File: src/rtl/pixel_ctrl_pkg.sv
// Shared types, default phase durations and helpers for the pixel sensor frame sequencer.
package pixel_ctrl_pkg;

    localparam int PIX_BITS   = 8;
    localparam int TIMER_BITS = 9;

    localparam int C_ERASE_DEF    = 5;
    localparam int C_EXPOSE_DEF   = 255;
    localparam int C_CONVERT_DEF  = 255;
    localparam int C_READ_ROW_DEF = 5;

    typedef enum logic [2:0] {IDLE, ERASE, EXPOSE, CONVERT, READ, GAP} ctrl_state_t;

    // Digital ramp stops at full scale rather than wrapping back to zero.
    function automatic logic [PIX_BITS-1:0] ramp_next(input logic [PIX_BITS-1:0] v);
        return (v == '1) ? v : v + 1'b1;
    endfunction

    function automatic int row_bits(input int h);
        return (h > 1) ? $clog2(h) : 1;
    endfunction

endpackage

File: src/rtl/pixel_sensor_ctrl_if.sv
// Captured-row stream (valid/ready) between the frame sequencer and its consumer.
interface pixel_sensor_ctrl_if #(
    parameter int PIXEL_ARRAY_WIDTH  = 2,
    parameter int PIXEL_ARRAY_HEIGHT = 2
);
    import pixel_ctrl_pkg::*;

    localparam int RW = row_bits(PIXEL_ARRAY_HEIGHT);

    logic [PIXEL_ARRAY_WIDTH*PIX_BITS-1:0] out_data;
    logic [RW-1:0]                         out_row;
    logic                                  out_valid;
    logic                                  out_ready;

    modport master (output out_data, output out_row, output out_valid, input out_ready);
    modport slave  (input out_data, input out_row, input out_valid, output out_ready);

endinterface

File: src/rtl/pixel_sensor_ctrl_phase_timer.sv
// Loadable 9-bit down-counter shared by every phase; done_o marks the last cycle of a phase.
module phase_timer
    import pixel_ctrl_pkg::*;
(
    input  logic                  clk,
    input  logic                  reset,
    input  logic                  load_i,
    input  logic [TIMER_BITS-1:0] load_val_i,
    input  logic                  hold_i,
    output logic                  done_o
);

    logic [TIMER_BITS-1:0] count_q, count_d;

    always_comb begin
        count_d = count_q;
        if (load_i) begin
            count_d = load_val_i;
        end else if (!hold_i && (count_q != '0)) begin
            count_d = count_q - 1'b1;
        end
    end

    always_ff @(posedge clk) begin
        if (reset) begin
            count_q <= '0;
        end else begin
            count_q <= count_d;
        end
    end

    assign done_o = (count_q == '0);

endmodule

File: src/rtl/pixel_sensor_ctrl.sv
// Frame sequencer for PIXEL_ARRAY: ERASE, EXPOSE, CONVERT, READ separated by one-cycle GAPs.
// Define PIXEL_CTRL_CONTINUOUS_EN to free-run frames back to back after the first start.
module pixel_sensor_ctrl
    import pixel_ctrl_pkg::*;
#(
    parameter int PIXEL_ARRAY_WIDTH  = 2,
    parameter int PIXEL_ARRAY_HEIGHT = 2,
    parameter int C_ERASE            = C_ERASE_DEF,
    parameter int C_EXPOSE           = C_EXPOSE_DEF,
    parameter int C_CONVERT          = C_CONVERT_DEF,
    parameter int C_READ_ROW         = C_READ_ROW_DEF
) (
    input  logic                                  clk,
    input  logic                                  reset,
    input  logic                                  start,
    output logic                                  erase,
    output logic                                  expose,
    output logic                                  convert,
    output logic [PIX_BITS-1:0]                   pixel_counter,
    output logic [PIXEL_ARRAY_HEIGHT-1:0]         read,
    input  logic [PIXEL_ARRAY_WIDTH*PIX_BITS-1:0] row_data,
    output logic                                  busy,
    output logic                                  frame_done,
    pixel_sensor_ctrl_if.master                   out_if
);

    localparam int RW = row_bits(PIXEL_ARRAY_HEIGHT);
    localparam logic [TIMER_BITS-1:0] LD_ERASE   = TIMER_BITS'(C_ERASE - 1);
    localparam logic [TIMER_BITS-1:0] LD_EXPOSE  = TIMER_BITS'(C_EXPOSE - 1);
    localparam logic [TIMER_BITS-1:0] LD_CONVERT = TIMER_BITS'(C_CONVERT - 1);
    localparam logic [TIMER_BITS-1:0] LD_ROW     = TIMER_BITS'(C_READ_ROW - 1);
    localparam logic [RW-1:0]         LAST_ROW   = RW'(PIXEL_ARRAY_HEIGHT - 1);

    ctrl_state_t state_q, state_d;
    ctrl_state_t prev_q, prev_d;

    logic [RW-1:0]                         row_q, row_d;
    logic [PIXEL_ARRAY_HEIGHT-1:0]         sel_q, sel_d;
    logic [PIX_BITS-1:0]                   pc_q, pc_d;
    logic [PIXEL_ARRAY_WIDTH*PIX_BITS-1:0] odata_q, odata_d;
    logic [RW-1:0]                         orow_q, orow_d;
    logic                                  ovalid_q, ovalid_d;

    logic                  t_load, t_hold, t_done;
    logic [TIMER_BITS-1:0] t_val;

    phase_timer u_timer (
        .clk        (clk),
        .reset      (reset),
        .load_i     (t_load),
        .load_val_i (t_val),
        .hold_i     (t_hold),
        .done_o     (t_done)
    );

    always_comb begin
        state_d  = state_q;
        prev_d   = prev_q;
        t_load   = 1'b0;
        t_val    = '0;
        t_hold   = 1'b0;
        row_d    = row_q;
        sel_d    = sel_q;
        odata_d  = odata_q;
        orow_d   = orow_q;
        ovalid_d = ovalid_q & ~out_if.out_ready;

        case (state_q)
            IDLE: begin
                if (start) begin
                    state_d = ERASE;
                    t_load  = 1'b1;
                    t_val   = LD_ERASE;
                end
            end
            ERASE, EXPOSE, CONVERT: begin
                if (t_done) begin
                    state_d = GAP;
                    prev_d  = state_q;
                end
            end
            GAP: begin
                case (prev_q)
                    ERASE: begin
                        state_d = EXPOSE;
                        t_load  = 1'b1;
                        t_val   = LD_EXPOSE;
                    end
                    EXPOSE: begin
                        state_d = CONVERT;
                        t_load  = 1'b1;
                        t_val   = LD_CONVERT;
                    end
                    CONVERT: begin
                        state_d = READ;
                        t_load  = 1'b1;
                        t_val   = LD_ROW;
                    end
`ifdef PIXEL_CTRL_CONTINUOUS_EN
                    READ: begin
                        state_d = ERASE;
                        t_load  = 1'b1;
                        t_val   = LD_ERASE;
                    end
`else
                    READ:    state_d = IDLE;
`endif
                    default: state_d = IDLE;
                endcase
            end
            READ: begin
                if (t_done) begin
                    // A pending beat blocks the capture; the row stays selected until it drains.
                    if (ovalid_q && !out_if.out_ready) begin
                        t_hold = 1'b1;
                    end else begin
                        odata_d  = row_data;
                        orow_d   = row_q;
                        ovalid_d = 1'b1;
                        if (row_q == LAST_ROW) begin
                            state_d = GAP;
                            prev_d  = READ;
                        end else begin
                            row_d  = row_q + 1'b1;
                            sel_d  = sel_q << 1;
                            t_load = 1'b1;
                            t_val  = LD_ROW;
                        end
                    end
                end
            end
            default: state_d = IDLE;
        endcase

        if (state_q != READ) begin
            row_d = '0;
            sel_d = PIXEL_ARRAY_HEIGHT'(1);
        end

        pc_d = '0;
        if (state_d == CONVERT && state_q == CONVERT) begin
            pc_d = ramp_next(pc_q);
        end
    end

    always_ff @(posedge clk) begin
        if (reset) begin
            state_q  <= IDLE;
            prev_q   <= IDLE;
            row_q    <= '0;
            sel_q    <= PIXEL_ARRAY_HEIGHT'(1);
            pc_q     <= '0;
            odata_q  <= '0;
            orow_q   <= '0;
            ovalid_q <= 1'b0;
        end else begin
            state_q  <= state_d;
            prev_q   <= prev_d;
            row_q    <= row_d;
            sel_q    <= sel_d;
            pc_q     <= pc_d;
            odata_q  <= odata_d;
            orow_q   <= orow_d;
            ovalid_q <= ovalid_d;
        end
    end

    assign erase         = (state_q == ERASE);
    assign expose        = (state_q == EXPOSE);
    assign convert       = (state_q == CONVERT);
    assign read          = (state_q == READ) ? sel_q : '0;
    assign pixel_counter = pc_q;
    assign busy          = (state_q != IDLE);
    assign frame_done    = (state_q == GAP) && (prev_q == READ);

    assign out_if.out_data  = odata_q;
    assign out_if.out_row   = orow_q;
    assign out_if.out_valid = ovalid_q;

endmodule

File: src/flat_wrapper.sv
// flat-port wrapper written by rule: the top's interface ports become plain ports
module pixel_sensor_ctrl_flat import pixel_ctrl_pkg::*;
#(
    parameter int PIXEL_ARRAY_WIDTH  = 2,
    parameter int PIXEL_ARRAY_HEIGHT = 2,
    parameter int C_ERASE            = C_ERASE_DEF,
    parameter int C_EXPOSE           = C_EXPOSE_DEF,
    parameter int C_CONVERT          = C_CONVERT_DEF,
    parameter int C_READ_ROW         = C_READ_ROW_DEF
)
  (clk, reset, start, erase, expose, convert, pixel_counter, read, row_data, busy, frame_done, out_if_out_data, out_if_out_row, out_if_out_valid, out_if_out_ready);
  pixel_sensor_ctrl_if #(.PIXEL_ARRAY_WIDTH(PIXEL_ARRAY_WIDTH), .PIXEL_ARRAY_HEIGHT(PIXEL_ARRAY_HEIGHT)) out_if_i ();
  input  logic clk;
  input  logic reset;
  input  logic start;
  output logic erase;
  output logic expose;
  output logic convert;
  output logic [PIX_BITS-1:0] pixel_counter;
  output logic [PIXEL_ARRAY_HEIGHT-1:0] read;
  input  logic [PIXEL_ARRAY_WIDTH*PIX_BITS-1:0] row_data;
  output logic busy;
  output logic frame_done;
  output wire logic [$bits(out_if_i.out_data)-1:0] out_if_out_data;
  output wire logic [$bits(out_if_i.out_row)-1:0] out_if_out_row;
  output wire logic [$bits(out_if_i.out_valid)-1:0] out_if_out_valid;
  input wire logic [$bits(out_if_i.out_ready)-1:0] out_if_out_ready;
  assign out_if_out_data = out_if_i.out_data;
  assign out_if_out_row = out_if_i.out_row;
  assign out_if_out_valid = out_if_i.out_valid;
  assign out_if_i.out_ready = out_if_out_ready;
  pixel_sensor_ctrl #(.PIXEL_ARRAY_WIDTH(PIXEL_ARRAY_WIDTH), .PIXEL_ARRAY_HEIGHT(PIXEL_ARRAY_HEIGHT), .C_ERASE(C_ERASE), .C_EXPOSE(C_EXPOSE), .C_CONVERT(C_CONVERT), .C_READ_ROW(C_READ_ROW)) u_core (.clk(clk), .reset(reset), .start(start), .erase(erase), .expose(expose), .convert(convert), .pixel_counter(pixel_counter), .read(read), .row_data(row_data), .busy(busy), .frame_done(frame_done), .out_if(out_if_i));
endmodule
File: config.mk
export PLATFORM = sky130hd
export DESIGN_NAME = pixel_sensor_ctrl_flat
export DESIGN_NICKNAME = d
export VERILOG_FILES = /design/src/rtl/pixel_ctrl_pkg.sv /design/src/rtl/pixel_sensor_ctrl_if.sv /design/src/rtl/pixel_sensor_ctrl_phase_timer.sv /design/src/rtl/pixel_sensor_ctrl.sv /design/src/flat_wrapper.sv
export SDC_FILE = /design/constraint.sdc
export NUM_CORES = 1
export LEC_CHECK = 0
export CAP_MARGIN = 0
export CORE_MARGIN = 3
export CORE_UTILIZATION = 40
export CTS_BUF_LIST = sky130_fd_sc_hd__clkbuf_8
export DETAILED_ROUTE_END_ITERATION = 6
export GPL_ROUTABILITY_DRIVEN = 0
export PLACE_DENSITY = 0.67
export SLEW_MARGIN = 20
export SYNTH_ARGS = -nofsm -noshare
export SYNTH_HDL_FRONTEND = slang
export SYNTH_HIERARCHICAL = 1
export SYNTH_SLANG_ARGS = --single-unit
File: constraint.sdc
create_clock -name clk -period 3.4 [get_ports clk]
set_clock_uncertainty 0.05 [all_clocks]
set_input_delay 0.34 -clock clk [delete_from_list [all_inputs] [get_ports clk]]
set_output_delay 0.34 -clock clk [all_outputs]
set_load 0.01 [all_outputs]
==> qor.yml <==
synth_area_leaders: "dfxtp_1 42%, nand2_1 7.5%, a21oi_1 6.9%"
fmax_mhz: 337.8
syn-cell-area_sq_um: 2098
synthXorXnorAreaFrac_pct: 2.922
hold_viol: 0
path_cells: "inv_1 -> ha_1 -> nor4b_2 -> and2_1 -> nand4bb_4 -> nand2b_4 -> o221ai_1 -> inv_1 -> and4_1 -> a2111oi_2"
design_area_sq_um: 2765
fin_crit_sh_pct: 87.06
drc: 0
critPathTopFamily: "simple AND/OR/NAND/NOR gates"
setup_viol: 0
async_reset_ff_share_pct: 0
ctsHoldBuffers: 0
status: "finished, final reports clean"
postCtsSetupBuffers: 0
rsz0062_at_grt: "no"
worst_pin_slew_ns: 0.5045
start_kind: "flop"
p_per_area_nw_per_um2: 470.9
die_y_um: 78.43
total_power_w: 0.001302
via_per_inst: 5.096
start_util_pct: 43.00
path_common_cell: "inv_1"
fin_nets: 317
antenna_cells: 0
cts_root_buf: "clkbuf_8"
drv_cap: 0
worstPathBufferInverterCount: 2
ios: 53
drt_wl_total_um: 4531
endpoint_kind: "flop"
synthAdderAreaFrac_pct: 1.193
num_vias: 1850
hold_class: "flop to flop"
cpPeakStageDelay_ns: 0.46
min_period_ns: 2.960
ys_warn_count: 6
muxShareOfSynthArea_pct: 0
dominantRegCellSynth: "dfxtp_1"
synth_top_family_by_area: "simple AND/OR/NAND/NOR gates"
reg2reg_from: "u_core/u_timer/count_q[0]$_SDFFE_PP0P_"
dp_slack_ns: 0.4619
dr.pass1.iters: 4
track_usage_pct: 15.83
critPathLaunch: "u_core/u_timer/count_q[0]$_SDFFE_PP0P_"
synth_area_leader_cell: "dfxtp_1"
ys_ff_latch: 44
syn_inst: 246
nFillCells: 487
cts_resized: 0
row_count: 25
path_class: "flop to flop"
slew_viol_final: 0
dpl.hpwl_um: 3214
yosys.area.top_type_share_pct: 41.98
yosys.cell_types.count: 51
clock_path_buffers: 2
grt_pass1_wl_um: 7734
synth_common_cells: "44 x dfxtp_1, 42 x nand2_1, 29 x a21oi_1"
portBuffers: 52
grt_start_max_net_pins: 34
drtIter0Drc: 66
tns_ns: 0
synth.most_common_cell: "dfxtp_1"
coreArea_sq_um: 4880
cp_data_arrival_time_ns: 3.10
synth-simple-area-share_pct: 29.16
synth_compound_area_share_pct: 19.08
path_clk_slew_ns: 0.09
drive_gt1_share_pct: 7.770
design.die.area_sq_um: 6150
h-tree-depth: 2
seq_area_frac_synth_pct: 41.98
power.leakage_nw: 0.9536
dpl_cell_area_sq_um: 2644
wl_per_cell_um: 12.48
die_x_um: 78.43
antenna_left: 0
clock_latency_ns: 0.30
vdd_drop_max_v: 0.0001798
hp-start: "u_core/out_if.out_data[3]$_SDFFE_PP0P_"
crit_slowest_cell: "nor4b_2"
synth_edf_count: 0
clock-sinks: 44
area_growth_pct: 31.78
cts_buffers: 5
worst_slack_ns: 0.4399
synth_area_per_cell_sq_um: 8.530
cts_tree: "done"
required_ns: 3.54
antenna_found_initial: 0
slew_headroom_pct: 66.28
critPathMaxFanout: 20
grt_overflow_total: 0
grt_pass1_vias: 1646
-- cell families after synthesis --
group / Yosys count
compound gates: 61
fa+ha+maj: 2
other cells: 1
buf+inv: 23
flops: 44
xor+xnor: 7
simple gates: 108
-- metrics by stage --
step                      util, %  hold WS, ns  std cells
after floorplan                 -       0.3983        247
after global placement      54.18       0.3969        355
after detailed placement    54.18       0.3978        355
after CTS                   56.67       0.4078        363
after global routing        56.67       0.4270        363
final                       56.67       0.4060        363
-- area by class of cell --
cell class,instances,area [sq um],share of cell area [%]
multi-input cells,180,1106,40.00
flip-flops and latches,44,880.8,31.86
repair buffers,54,535.5,19.37
well taps,67,83.83,3.032
clock buffers,6,82.58,2.986
clock inverters,2,38.79,1.403
inverters,10,37.54,1.357
-- layout by cell type (no fill, tap or decap), types with 2 or more instances in the layout --
cell             Yosys  layout
and4_1               3       3
and2_1               2       2
xnor2_1              3       3
and3_1               4       4
o221ai_1             2       2
nor2_1              18      18
a21boi_0             2       2
or3_1                2       2
ha_1                 2       2
nand3_1              5       5
a21oi_1             29      29
o21ai_0              5       5
nand3b_1             4       4
nand2b_1             5       5
inv_1               10      10
nor2b_1              2       2
clkbuf_8             0       6
xor2_1               4       4
nand4_1              2       2
conb_1               1       2
dfxtp_1             44      44
a211oi_1             7       7
a2111oi_2            2       2
nand2_1             42      42
o21bai_1             2       2
buf_4                1       2
clkdlybuf4s50_1      0      52
nand2b_4             2       2
a31oi_1              4       4
nor3_1               6       6
-- per-layer routing --
metal,track usage (%),wire length [um],vias up
li1,-,-,960
met1,20.30,2120,838
met2,25.00,2108,46
met3,4.931,232,6
met4,5.769,70,0
met5,0,0,-
-- power by group --
group	internal [W]	total [W]	switching (W)
Sequential	0.000546	0.000591	0.0000455
Clock	0.000240	0.000424	0.000184
Combinational	0.000149	0.000287	0.000138
-- worst register-to-register path: stages, from the launching register on --
cell and delay, ns:
dfxtp_1 0.34, inv_1 0.06, ha_1 0.20, nor4b_2 0.46
and2_1 0.36, nand4bb_4 0.18, nand2b_4 0.28, o221ai_1 0.25
inv_1 0.21, and4_1 0.24, a2111oi_2 0.22
-- worst paths after layout --
| path | to | slack, ns | depth (start not counted) |
|---|---|---|---|
| hold reg to reg | u_core/out_if.out_data[3]$_SDFFE_PP0P_ | 0.41 | 2 |
| setup / recovery | u_core/u_timer/count_q[7]$_SDFFE_PP0P_ | 0.44 | 10 |
| hold / removal | u_core/out_if.out_data[3]$_SDFFE_PP0P_ | 0.41 | 2 |
| setup reg to reg | u_core/u_timer/count_q[7]$_SDFFE_PP0P_ | 0.44 | 10 |
-- flip-flops by register name, summed over array words and instances (netlist names) --
register / count
u_core/out_if.out_valid: 1
u_core/state_q: 3
u_core/out_if.out_row: 1
u_core/prev_q: 3
u_core/row_q: 1
u_core/pixel_counter: 8
u_core/sel_q: 2
u_core/out_if.out_data: 16
u_core/u_timer/count_q: 9
No activity file was read; power rests on OpenSTA's default activity.
